## src/rtl/shop_pkg.sv

```systemverilog
// Shared types, default prices and widths for the shop front end.
package shop_pkg;

    localparam int COST_W = 13;
    localparam int TYPE_W = 2;

    localparam logic [COST_W-1:0] DEF_COST0   = 13'd50;
    localparam logic [COST_W-1:0] DEF_COST1   = 13'd100;
    localparam logic [COST_W-1:0] DEF_COST2   = 13'd150;
    localparam logic [COST_W-1:0] DEF_COST3   = 13'd200;
    localparam logic [COST_W-1:0] DEF_UPCOST0 = 13'd200;
    localparam logic [COST_W-1:0] DEF_UPCOST1 = 13'd400;
    localparam logic [COST_W-1:0] DEF_UPCOST2 = 13'd800;

    typedef enum logic [1:0] {
        IDLE = 2'd0,
        REQ  = 2'd1,
        RESP = 2'd2
    } state_t;

    typedef enum logic {
        KIND_UNIT = 1'b0,
        KIND_UP   = 1'b1
    } kind_t;

    function automatic logic [COST_W-1:0] cost_of(input logic [TYPE_W-1:0] t);
        case (t)
            2'd0:    cost_of = DEF_COST0;
            2'd1:    cost_of = DEF_COST1;
            2'd2:    cost_of = DEF_COST2;
            default: cost_of = DEF_COST3;
        endcase
    endfunction

    // Level 3 is never charged (maxed blocks it), so it maps to 0.
    function automatic logic [COST_W-1:0] upcost_of(input logic [1:0] lvl);
        case (lvl)
            2'd0:    upcost_of = DEF_UPCOST0;
            2'd1:    upcost_of = DEF_UPCOST1;
            2'd2:    upcost_of = DEF_UPCOST2;
            default: upcost_of = '0;
        endcase
    endfunction

endpackage

```

## src/rtl/spawn_fifo.sv

```systemverilog
// Spawn queue: DEPTH entries of unit type, push from the shop, valid/ready pop by the spawner.
module spawn_fifo
    import shop_pkg::*;
#(
    parameter int DEPTH = 4
) (
    input  logic              clk,
    input  logic              rst,
    input  logic              push,
    input  logic [TYPE_W-1:0] push_type,
    input  logic              ready,
    output logic              valid,
    output logic [TYPE_W-1:0] head,
    output logic              full
);

    localparam int AW = $clog2(DEPTH);

    logic [TYPE_W-1:0] mem [DEPTH];
    logic [AW-1:0]     wr_ptr, rd_ptr;
    logic [AW:0]       count;
    logic              pop;

    assign valid = (count != '0);
    assign full  = (count == (AW+1)'(DEPTH));
    assign pop   = valid & ready;
    assign head  = mem[rd_ptr];

    // Storage is cleared on reset so the head reads 0 when empty after reset.
    always_ff @(posedge clk or posedge rst) begin
        if (rst) begin
            wr_ptr <= '0;
            rd_ptr <= '0;
            count  <= '0;
            for (int i = 0; i < DEPTH; i++) mem[i] <= '0;
        end else begin
            if (push) begin
                mem[wr_ptr] <= push_type;
                wr_ptr      <= wr_ptr + 1'b1;
            end
            if (pop) rd_ptr <= rd_ptr + 1'b1;
            case ({push, pop})
                2'b10:   count <= count + 1'b1;
                2'b01:   count <= count - 1'b1;
                default: count <= count;
            endcase
        end
    end

endmodule

```

## src/rtl/shop_controller.sv

```systemverilog
// Shop front end: button pulses to wallet purchase handshake, with a spawn queue for bought units.
module shop_controller
    import shop_pkg::*;
#(
    parameter int                DEPTH   = 4,
    parameter logic [COST_W-1:0] COST0   = DEF_COST0,
    parameter logic [COST_W-1:0] COST1   = DEF_COST1,
    parameter logic [COST_W-1:0] COST2   = DEF_COST2,
    parameter logic [COST_W-1:0] COST3   = DEF_COST3,
    parameter logic [COST_W-1:0] UPCOST0 = DEF_UPCOST0,
    parameter logic [COST_W-1:0] UPCOST1 = DEF_UPCOST1,
    parameter logic [COST_W-1:0] UPCOST2 = DEF_UPCOST2
) (
    input  logic        clk,
    input  logic        rst,
    input  logic        gameTick,
    input  logic        btnSel,
    input  logic        btnBuy,
    input  logic        btnUpgrade,
    input  logic [10:0] balance,
    input  logic [1:0]  level,
    input  logic        maxed,
    input  logic        buySucc,
    output logic        purchase,
    output logic [12:0] unitCost,
    output logic        upgrade,
    output logic [1:0]  cursor,
    output logic [3:0]  affordable,
    output logic        busy,
    output logic        denied,
    output logic        spawnValid,
    output logic [1:0]  spawnType,
    input  logic        spawnReady
);

    state_t              state, state_n;
    kind_t               kind_q, kind_n;
    logic [TYPE_W-1:0]   type_q, type_n;
    logic [COST_W-1:0]   cost_q, cost_n;
    logic [COST_W-1:0]   unit_price, up_price, bal_ext;
    logic [1:0]          cursor_n;
    logic                upgrade_n, denied_n, push, full;

    always_comb begin
        case (cursor)
            2'd0:    unit_price = COST0;
            2'd1:    unit_price = COST1;
            2'd2:    unit_price = COST2;
            default: unit_price = COST3;
        endcase
        case (level)
            2'd0:    up_price = UPCOST0;
            2'd1:    up_price = UPCOST1;
            2'd2:    up_price = UPCOST2;
            default: up_price = '0;
        endcase
    end

    always_comb begin
        state_n   = state;
        kind_n    = kind_q;
        type_n    = type_q;
        cost_n    = cost_q;
        cursor_n  = cursor;
        upgrade_n = 1'b0;
        denied_n  = 1'b0;
        push      = 1'b0;
        case (state)
            IDLE: begin
                if (btnSel) cursor_n = cursor + 2'd1;
                if (btnUpgrade) begin
                    if (maxed) begin
                        denied_n = 1'b1;
                    end else begin
                        kind_n  = KIND_UP;
                        cost_n  = up_price;
                        state_n = REQ;
                    end
                end else if (btnBuy) begin
                    // Slot is reserved at accept time, so the later push cannot overflow.
                    if (full) begin
                        denied_n = 1'b1;
                    end else begin
                        kind_n  = KIND_UNIT;
                        type_n  = cursor;
                        cost_n  = unit_price;
                        state_n = REQ;
                    end
                end
            end
            REQ: begin
                if (gameTick) state_n = RESP;
            end
            RESP: begin
                state_n = IDLE;
                if (!buySucc)             denied_n  = 1'b1;
                else if (kind_q == KIND_UP) upgrade_n = 1'b1;
                else                      push      = 1'b1;
            end
            default: state_n = IDLE;
        endcase
    end

    assign bal_ext = {2'b00, balance};

    always_ff @(posedge clk or posedge rst) begin
        if (rst) begin
            state      <= IDLE;
            kind_q     <= KIND_UNIT;
            type_q     <= '0;
            cost_q     <= '0;
            cursor     <= '0;
            purchase   <= 1'b0;
            unitCost   <= '0;
            upgrade    <= 1'b0;
            denied     <= 1'b0;
            busy       <= 1'b0;
            affordable <= '0;
        end else begin
            state      <= state_n;
            kind_q     <= kind_n;
            type_q     <= type_n;
            cost_q     <= cost_n;
            cursor     <= cursor_n;
            purchase   <= (state_n == REQ);
            unitCost   <= (state_n == REQ) ? cost_n : '0;
            upgrade    <= upgrade_n;
            denied     <= denied_n;
            busy       <= (state_n != IDLE);
            affordable <= {bal_ext >= COST3, bal_ext >= COST2,
                           bal_ext >= COST1, bal_ext >= COST0};
        end
    end

    spawn_fifo #(.DEPTH(DEPTH)) u_fifo (
        .clk       (clk),
        .rst       (rst),
        .push      (push),
        .push_type (type_q),
        .ready     (spawnReady),
        .valid     (spawnValid),
        .head      (spawnType),
        .full      (full)
    );

endmodule
```

## config.mk

```make
export PLATFORM = sky130hd
export DESIGN_NAME = shop_controller
export DESIGN_NICKNAME = d
export VERILOG_FILES = /design/src/rtl/shop_pkg.sv /design/src/rtl/spawn_fifo.sv /design/src/rtl/shop_controller.sv
export SDC_FILE = /design/constraint.sdc
export NUM_CORES = 1
export LEC_CHECK = 0
export ABC_AREA = 1
export CELL_PAD_IN_SITES_DETAIL_PLACEMENT = 1
export CELL_PAD_IN_SITES_GLOBAL_PLACEMENT = 1
export CORE_MARGIN = 3
export CORE_UTILIZATION = 36
export DETAILED_ROUTE_END_ITERATION = 10
export PLACE_DENSITY_LB_ADDON = 0.1
export SYNTH_ARGS = -nofsm -noshare
export SYNTH_HDL_FRONTEND = slang
export SYNTH_SLANG_ARGS = --single-unit
```

## constraint.sdc

```tcl
create_clock -name clk -period 5.65 [get_ports clk]
set_clock_uncertainty 0.2 [all_clocks]
set_input_delay 1.695 -clock clk [delete_from_list [all_inputs] [get_ports clk]]
set_output_delay 1.695 -clock clk [all_outputs]
set_load 0.01 [all_outputs]
```

Word-level counts from Yosys, hierarchy flattened
Cells that the tools add are included.
{"block": "totals", "elab_cells": 95, "out_inout_bits": 26, "register_bits": 56}
{"block": "op_classes", "reduce_logical": 11, "eq_ne": 12, "bitwise_logic": 5, "n_lt_le_gt_ge": 7, "addsub": 5, "n_mux": 37}
{"op": "2-to-1 mux 13 bit", "n": 6}
{"op": "case mux 10 bit (3 select lines)", "n": 1}
{"op": "case mux 8 bit (3 select lines)", "n": 1}
{"op": ">= comparator 11 x 8 -> 1 bit (second input constant)", "n": 2}
{"op": "2-to-1 mux 2 bit", "n": 8}
{"op": "2-to-1 mux 1 bit", "n": 15}
{"op": ">= comparator 11 x 6 -> 1 bit (second input constant)", "n": 1}
{"op": ">= comparator 11 x 7 -> 1 bit (second input constant)", "n": 1}
{"op": "equality test 2 x 1 -> 1 bit (second input constant)", "n": 5}
{"op": "bitwise mux 8 bit", "n": 1}
{"op": "equality test 2 bit (second input constant)", "n": 4}
{"op": "AND reduction 4 bit", "n": 2}
{"op": "adder 2 x 1 -> 2 bit (second input constant)", "n": 3}
{"op": ">= comparator 3 bit (second input constant)", "n": 2}
{"op": "zero test 2 bit", "n": 3}
{"op": "NOT 2 -> 3 bit", "n": 2}
{"op": "case mux 3 bit (2 select lines)", "n": 1}
{"op": "nonzero test 2 bit", "n": 3}
{"op": "binary-select mux 2 bit (select 2 bit)", "n": 1}
{"op": "demux 2 bit (select 2 bit)", "n": 1}
{"op": "!= test 2 bit (second input constant)", "n": 2}
{"op": "case mux 2 bit (2 select lines)", "n": 1}
{"op": "adder 3 x 1 -> 3 bit (second input constant)", "n": 1}
{"op": "equality test 3 bit (second input constant)", "n": 1}
{"op": "other kinds (8)", "n": 9}

Longest topological paths before layout
{"block": "logic_depth", "depth_word": 7, "depth_mapped": 10}

By module
A second synthesis with hierarchy kept.
{"block": "hier_totals", "hier_cells": 314, "hier_area_um2": 2766.4}
{"mod": "shop_controller", "seq_area_each_um2": 1026.0, "cells_each": 219, "instances": 1, "area_per_inst_um2": 1950.6}
{"mod": "spawn_fifo", "seq_area_each_um2": 375.4, "cells_each": 95, "instances": 1, "area_per_inst_um2": 815.8}

Worst setup path after synthesis
OpenSTA, ideal clock, no wires.
{"block": "synth_timing", "path_type": "input to register", "from": "input port buySucc", "to": "register u_fifo.count[1]", "setup_slack_ns": 2.470, "cell_stages": 7, "arrival_time_ns": 2.897, "required_ns": 5.367, "cell_sequence": "inv_1 nor3_4 inv_1 ha_1 inv_1 fa_1 o21ai_0"}
{"block": "synth_between", "elab_chain_len": 4, "word_cells_on_any_way": 6, "cone_classes": "eq/ne: 2; mux: 3; reduce/logical: 1"}
{"element": "start, declared", "line": "shop_controller.sv:23", "text": "input logic buySucc,"}
{"element": "2-to-1 mux 1 bit (*)", "line": "shop_controller.sv:96", "text": "if (!buySucc) denied_n = 1'b1;"}
{"element": "2-to-1 mux 1 bit (*)", "line": "shop_controller.sv:68", "text": "case (state)"}
{"element": "equality test 2 x 1 -> 1 bit / equality test 2 bit (equally long branches)", "line": "spawn_fifo.sv:42", "text": "case ({push, pop})"}
{"element": "case mux 3 bit (2 select lines) / nonzero test 2 bit (equally long branches)"}
{"element": "end signal, assigned", "line": "spawn_fifo.sv:43", "text": "2'b10: count <= count + 1'b1;"}
{"element": "end signal, assigned", "line": "spawn_fifo.sv:44", "text": "2'b01: count <= count - 1'b1;"}
{"element": "end signal, assigned", "line": "spawn_fifo.sv:45", "text": "default: count <= count;"}
{"element": "end, declared", "line": "spawn_fifo.sv:21", "text": "logic [AW:0] count;"}
Mark *: on every way between the ends. The rest lies on a longest branch, timed or not.
A chain may end at the register's enable or synchronous reset.

Worst setup path in the final report
Same ends and word-level chain as after synthesis.

==> flow_metrics.env <==
export IMPL_crit_reg2reg_launch="u_fifo.count[2]"
export IMPL_maxCapViolCount=0
export IMPL_grt_util_all_layers=0.146
export IMPL_initial_antenna_violation_count=0
export IMPL_gr_total_overflow=0
export IMPL_required_ns=5.69
export IMPL_floorplan_rows=30
export IMPL_fmaxAchievable_mhz=278
export IMPL_unrepaired_setup_endpoints_after_global_routing="no"
export IMPL_totalPowerFinal_mw=1.49
export IMPL_totalWireLength_um=5780
export IMPL_holdBufCountCts=0
export IMPL_detailedRoute_firstPassIterationCount=4
export IMPL_worst_skew_late_latency_ns=0.31
export IMPL_yosys_warnings=0
export IMPL_r2r_setup_slack_ns=3.39
export IMPL_detailedRoute_firstIterationViolations=79
export IMPL_worst_setup_path_end_kind="register"
export IMPL_cts_repair_timing_setup_buffer_count=0
export IMPL_max_slew_margin=0.630
export IMPL_dp_hpwl_um=4470
export IMPL_synthDistinctLibCells=30
export IMPL_detail_route_wl_per_cell_um=12.9
export IMPL_ys_ff_latch=56
export IMPL_hold_slack_ns=0.271
export IMPL_numClockSinks=56
export IMPL_wire_length_of_the_first_global_routing_pass_um=9950
export IMPL_report_final_setup_viol=0
export IMPL_worstRegToRegCells=8
export IMPL_irDropWorstVdd_mv=0.148
export IMPL_area_occupied_by_multi_input_gates_um2=1090
export IMPL_tritoncts_clock_tree="yes"
export IMPL_rr_endpoint="u_fifo.count[2]"
export IMPL_post_drt_via_cell_ratio=4.57
export IMPL_utilization=0.480
export IMPL_ctsLongestPathBuffers=2
export IMPL_cts_made_buffers=5
export IMPL_final_cells=447
export IMPL_synth_fp_nets=334
export IMPL_dieWidth_um=92.6
export IMPL_core_um2=7020
export IMPL_worst_pin_slew_ns=0.554
export IMPL_outcome="finished, final reports clean"
export IMPL_setup_ws_ns=2.06
export IMPL_placed_cell_area_um2=3280
export IMPL_antenna_left=0
export IMPL_gp_congestion=0.735
export IMPL_ctsRootBufferMaster="sky130_fd_sc_hd__clkbuf_8"
export IMPL_top_level_ports=48
export IMPL_areaGrowthSynthToFinish_pct=24.8
export IMPL_sequential_cell_area_um2=1400
export IMPL_min_delay_start="cost_q[12]"
export IMPL_clk_transition_reported_paths_ns=0.10
export IMPL_post_synth_inst_count=297
export IMPL_die_area_um2=8570
export IMPL_total_leakage_power_nw=1.70
export IMPL_initial_utilization=0.384
export IMPL_timing_hold_worst_class="register to register"
export IMPL_place_ws_ns=1.69
export IMPL_ws_path_type="input port to register"
export IMPL_mappedNetlistArea_um2=2700
export IMPL_ctsHtreeMaxLevel=2
export IMPL_drive_gt1_frac=0.0969
export IMPL_design_final_nets=387
export IMPL_cts_resized=0
export IMPL_final_cell_area_um2=3370
export IMPL_placed_cells=439
export IMPL_power_density_nw_per_um2=442
export IMPL_die_span_y_um=92.6
export IMPL_setup_worst_path_start_class="input port"
export IMPL_sequential_share_of_the_synthesized_area=0.519
export IMPL_whs_endpoint="cost_q[12]"
export IMPL_drc=0
export IMPL_critPathArrivalTime_ns=3.63
export IMPL_min_path_cells=2
export IMPL_fin_tns_setup_ns=0
export IMPL_postSynthAreaPerCell_um2=9.09
export IMPL_antenna_diode_count=0
export IMPL_final_min_period_over_clock_period=0.636
export IMPL_critical_path_max_fanout=8
export IMPL_grt_start_max_net_pins=31
export IMPL_maxSlewViolCount=0
export IMPL_vias=2045
export IMPL_first_global_vias=2114
export IMPL_report_final_hold_viol_count=0
export IMPL_port_buffer_count=46
export IMPL_fill_cells=849
export IMPL_period_minus_slack_ns=3.59
-- flip-flops by register name, summed over array words and instances, names as in the netlist --
signal         flops
affordable         4
busy               1
cost_q            13
cursor             2
denied             1
kind_q             1
purchase           1
state              2
type_q             2
u_fifo.count       3
u_fifo.mem         8
u_fifo.rd_ptr      2
u_fifo.wr_ptr      2
unitCost          13
upgrade            1
-- worst max path at each step --
stage / start / to / slack [ns] / depth (start not counted)
6_report: buySucc / u_fifo.count[1] / 2.06 / 8
5_1_grt: buySucc / u_fifo.count[2] / 1.92 / 10
4_1_cts: buySucc / u_fifo.count[1] / 2.03 / 8
3_5_place_dp: buySucc / u_fifo.count[1] / 1.69 / 8
3_3_place_gp: buySucc / u_fifo.count[1] / 1.76 / 8
2_1_floorplan: rst / affordable[0] / 2.38 / 1
-- power by group --
group          leakage [nW]  switching, mW  internal, mW
clock                0.0414          0.133        0.0886
combinational         0.943          0.380         0.269
sequential            0.717         0.0904         0.529
total                  1.70          0.604         0.886
-- cells in the mapped netlist --
cell type / instances / area share
sky130_fd_sc_hd__a21boi_2: 1 / 0.0042
sky130_fd_sc_hd__a21oi_1: 3 / 0.0056
sky130_fd_sc_hd__a21oi_2: 5 / 0.016
sky130_fd_sc_hd__a22oi_1: 1 / 0.0028
sky130_fd_sc_hd__a31oi_1: 2 / 0.0046
sky130_fd_sc_hd__buf_4: 1 / 0.0028
sky130_fd_sc_hd__dfrtp_1: 56 / 0.52
sky130_fd_sc_hd__fa_1: 1 / 0.0074
sky130_fd_sc_hd__ha_1: 14 / 0.065
sky130_fd_sc_hd__inv_1: 49 / 0.068
sky130_fd_sc_hd__inv_2: 1 / 0.0014
sky130_fd_sc_hd__inv_6: 1 / 0.0032
sky130_fd_sc_hd__nand2_1: 83 / 0.12
sky130_fd_sc_hd__nand2_2: 1 / 0.0023
sky130_fd_sc_hd__nand2_4: 1 / 0.0042
sky130_fd_sc_hd__nand2_8: 1 / 0.0074
sky130_fd_sc_hd__nand3_1: 13 / 0.024
sky130_fd_sc_hd__nand3_2: 1 / 0.0037
sky130_fd_sc_hd__nand3_4: 2 / 0.013
sky130_fd_sc_hd__nor2_1: 18 / 0.025
sky130_fd_sc_hd__nor2_2: 5 / 0.012
sky130_fd_sc_hd__nor2_4: 4 / 0.017
sky130_fd_sc_hd__nor3_1: 1 / 0.0019
sky130_fd_sc_hd__nor3_4: 1 / 0.0060
sky130_fd_sc_hd__o211ai_1: 1 / 0.0028
sky130_fd_sc_hd__o21ai_0: 21 / 0.039
sky130_fd_sc_hd__o22ai_1: 2 / 0.0046
sky130_fd_sc_hd__or2_2: 1 / 0.0023
sky130_fd_sc_hd__xnor2_1: 1 / 0.0032
sky130_fd_sc_hd__xor2_1: 5 / 0.016
-- layout make-up --
type                    count  area share
repair buffers             47       0.139
well taps                  96      0.0357
multi-input cells         189       0.325
clock inverters             2     0.00483
inverters                  51      0.0583
clock buffers               6      0.0215
flip-flops and latches     56       0.416
-- metal layers --
| layer | vias up | track usage | wire (um) |
|---|---|---|---|
| met5 | - | 0 | 0 |
| li1 | 1019 | - | - |
| met2 | 37 | 0.251 | 2870 |
| met4 | 0 | 0.0446 | 70 |
| met3 | 5 | 0.0309 | 252 |
| met1 | 984 | 0.183 | 2590 |
-- worst max-delay path: stages --
cell and delay (ns):
sky130_fd_sc_hd__clkdlybuf4s50_1 0.52, sky130_fd_sc_hd__inv_1 0.09, sky130_fd_sc_hd__nor3_4 0.36, sky130_fd_sc_hd__inv_1 0.08, sky130_fd_sc_hd__ha_1 0.20, sky130_fd_sc_hd__inv_1 0.11, sky130_fd_sc_hd__fa_1 0.42, sky130_fd_sc_hd__o21ai_0 0.16
-- cells in the final DEF (no fill, tap or decap), drive strengths merged --
cell and count:
nand2 86, fa 1, a31oi 2, inv 51
clkbuf 6, a22oi 1, o22ai 2, or2 1
clkinv 1, xor2 5, a21oi 8, nor2 27
buf 1, ha 14, o21ai 21, dfrtp 56
clkinvlp 1, a21boi 1, xnor2 1, o211ai 1
nand3 16, clkdlybuf4s50 46, nor3 2
-- logic make-up (layout without fill, tap and decap cells) --
group | count (synthesis) | after routing | share of synthesized area
compound gates | 36 | 36 | 0.0797
xor+xnor | 6 | 6 | 0.0195
fa+ha+maj | 15 | 15 | 0.0723
buf+inv | 52 | 106 | 0.0756
flops | 56 | 56 | 0.519
simple gates | 132 | 132 | 0.234
Power figures use the tool's default switching activity.
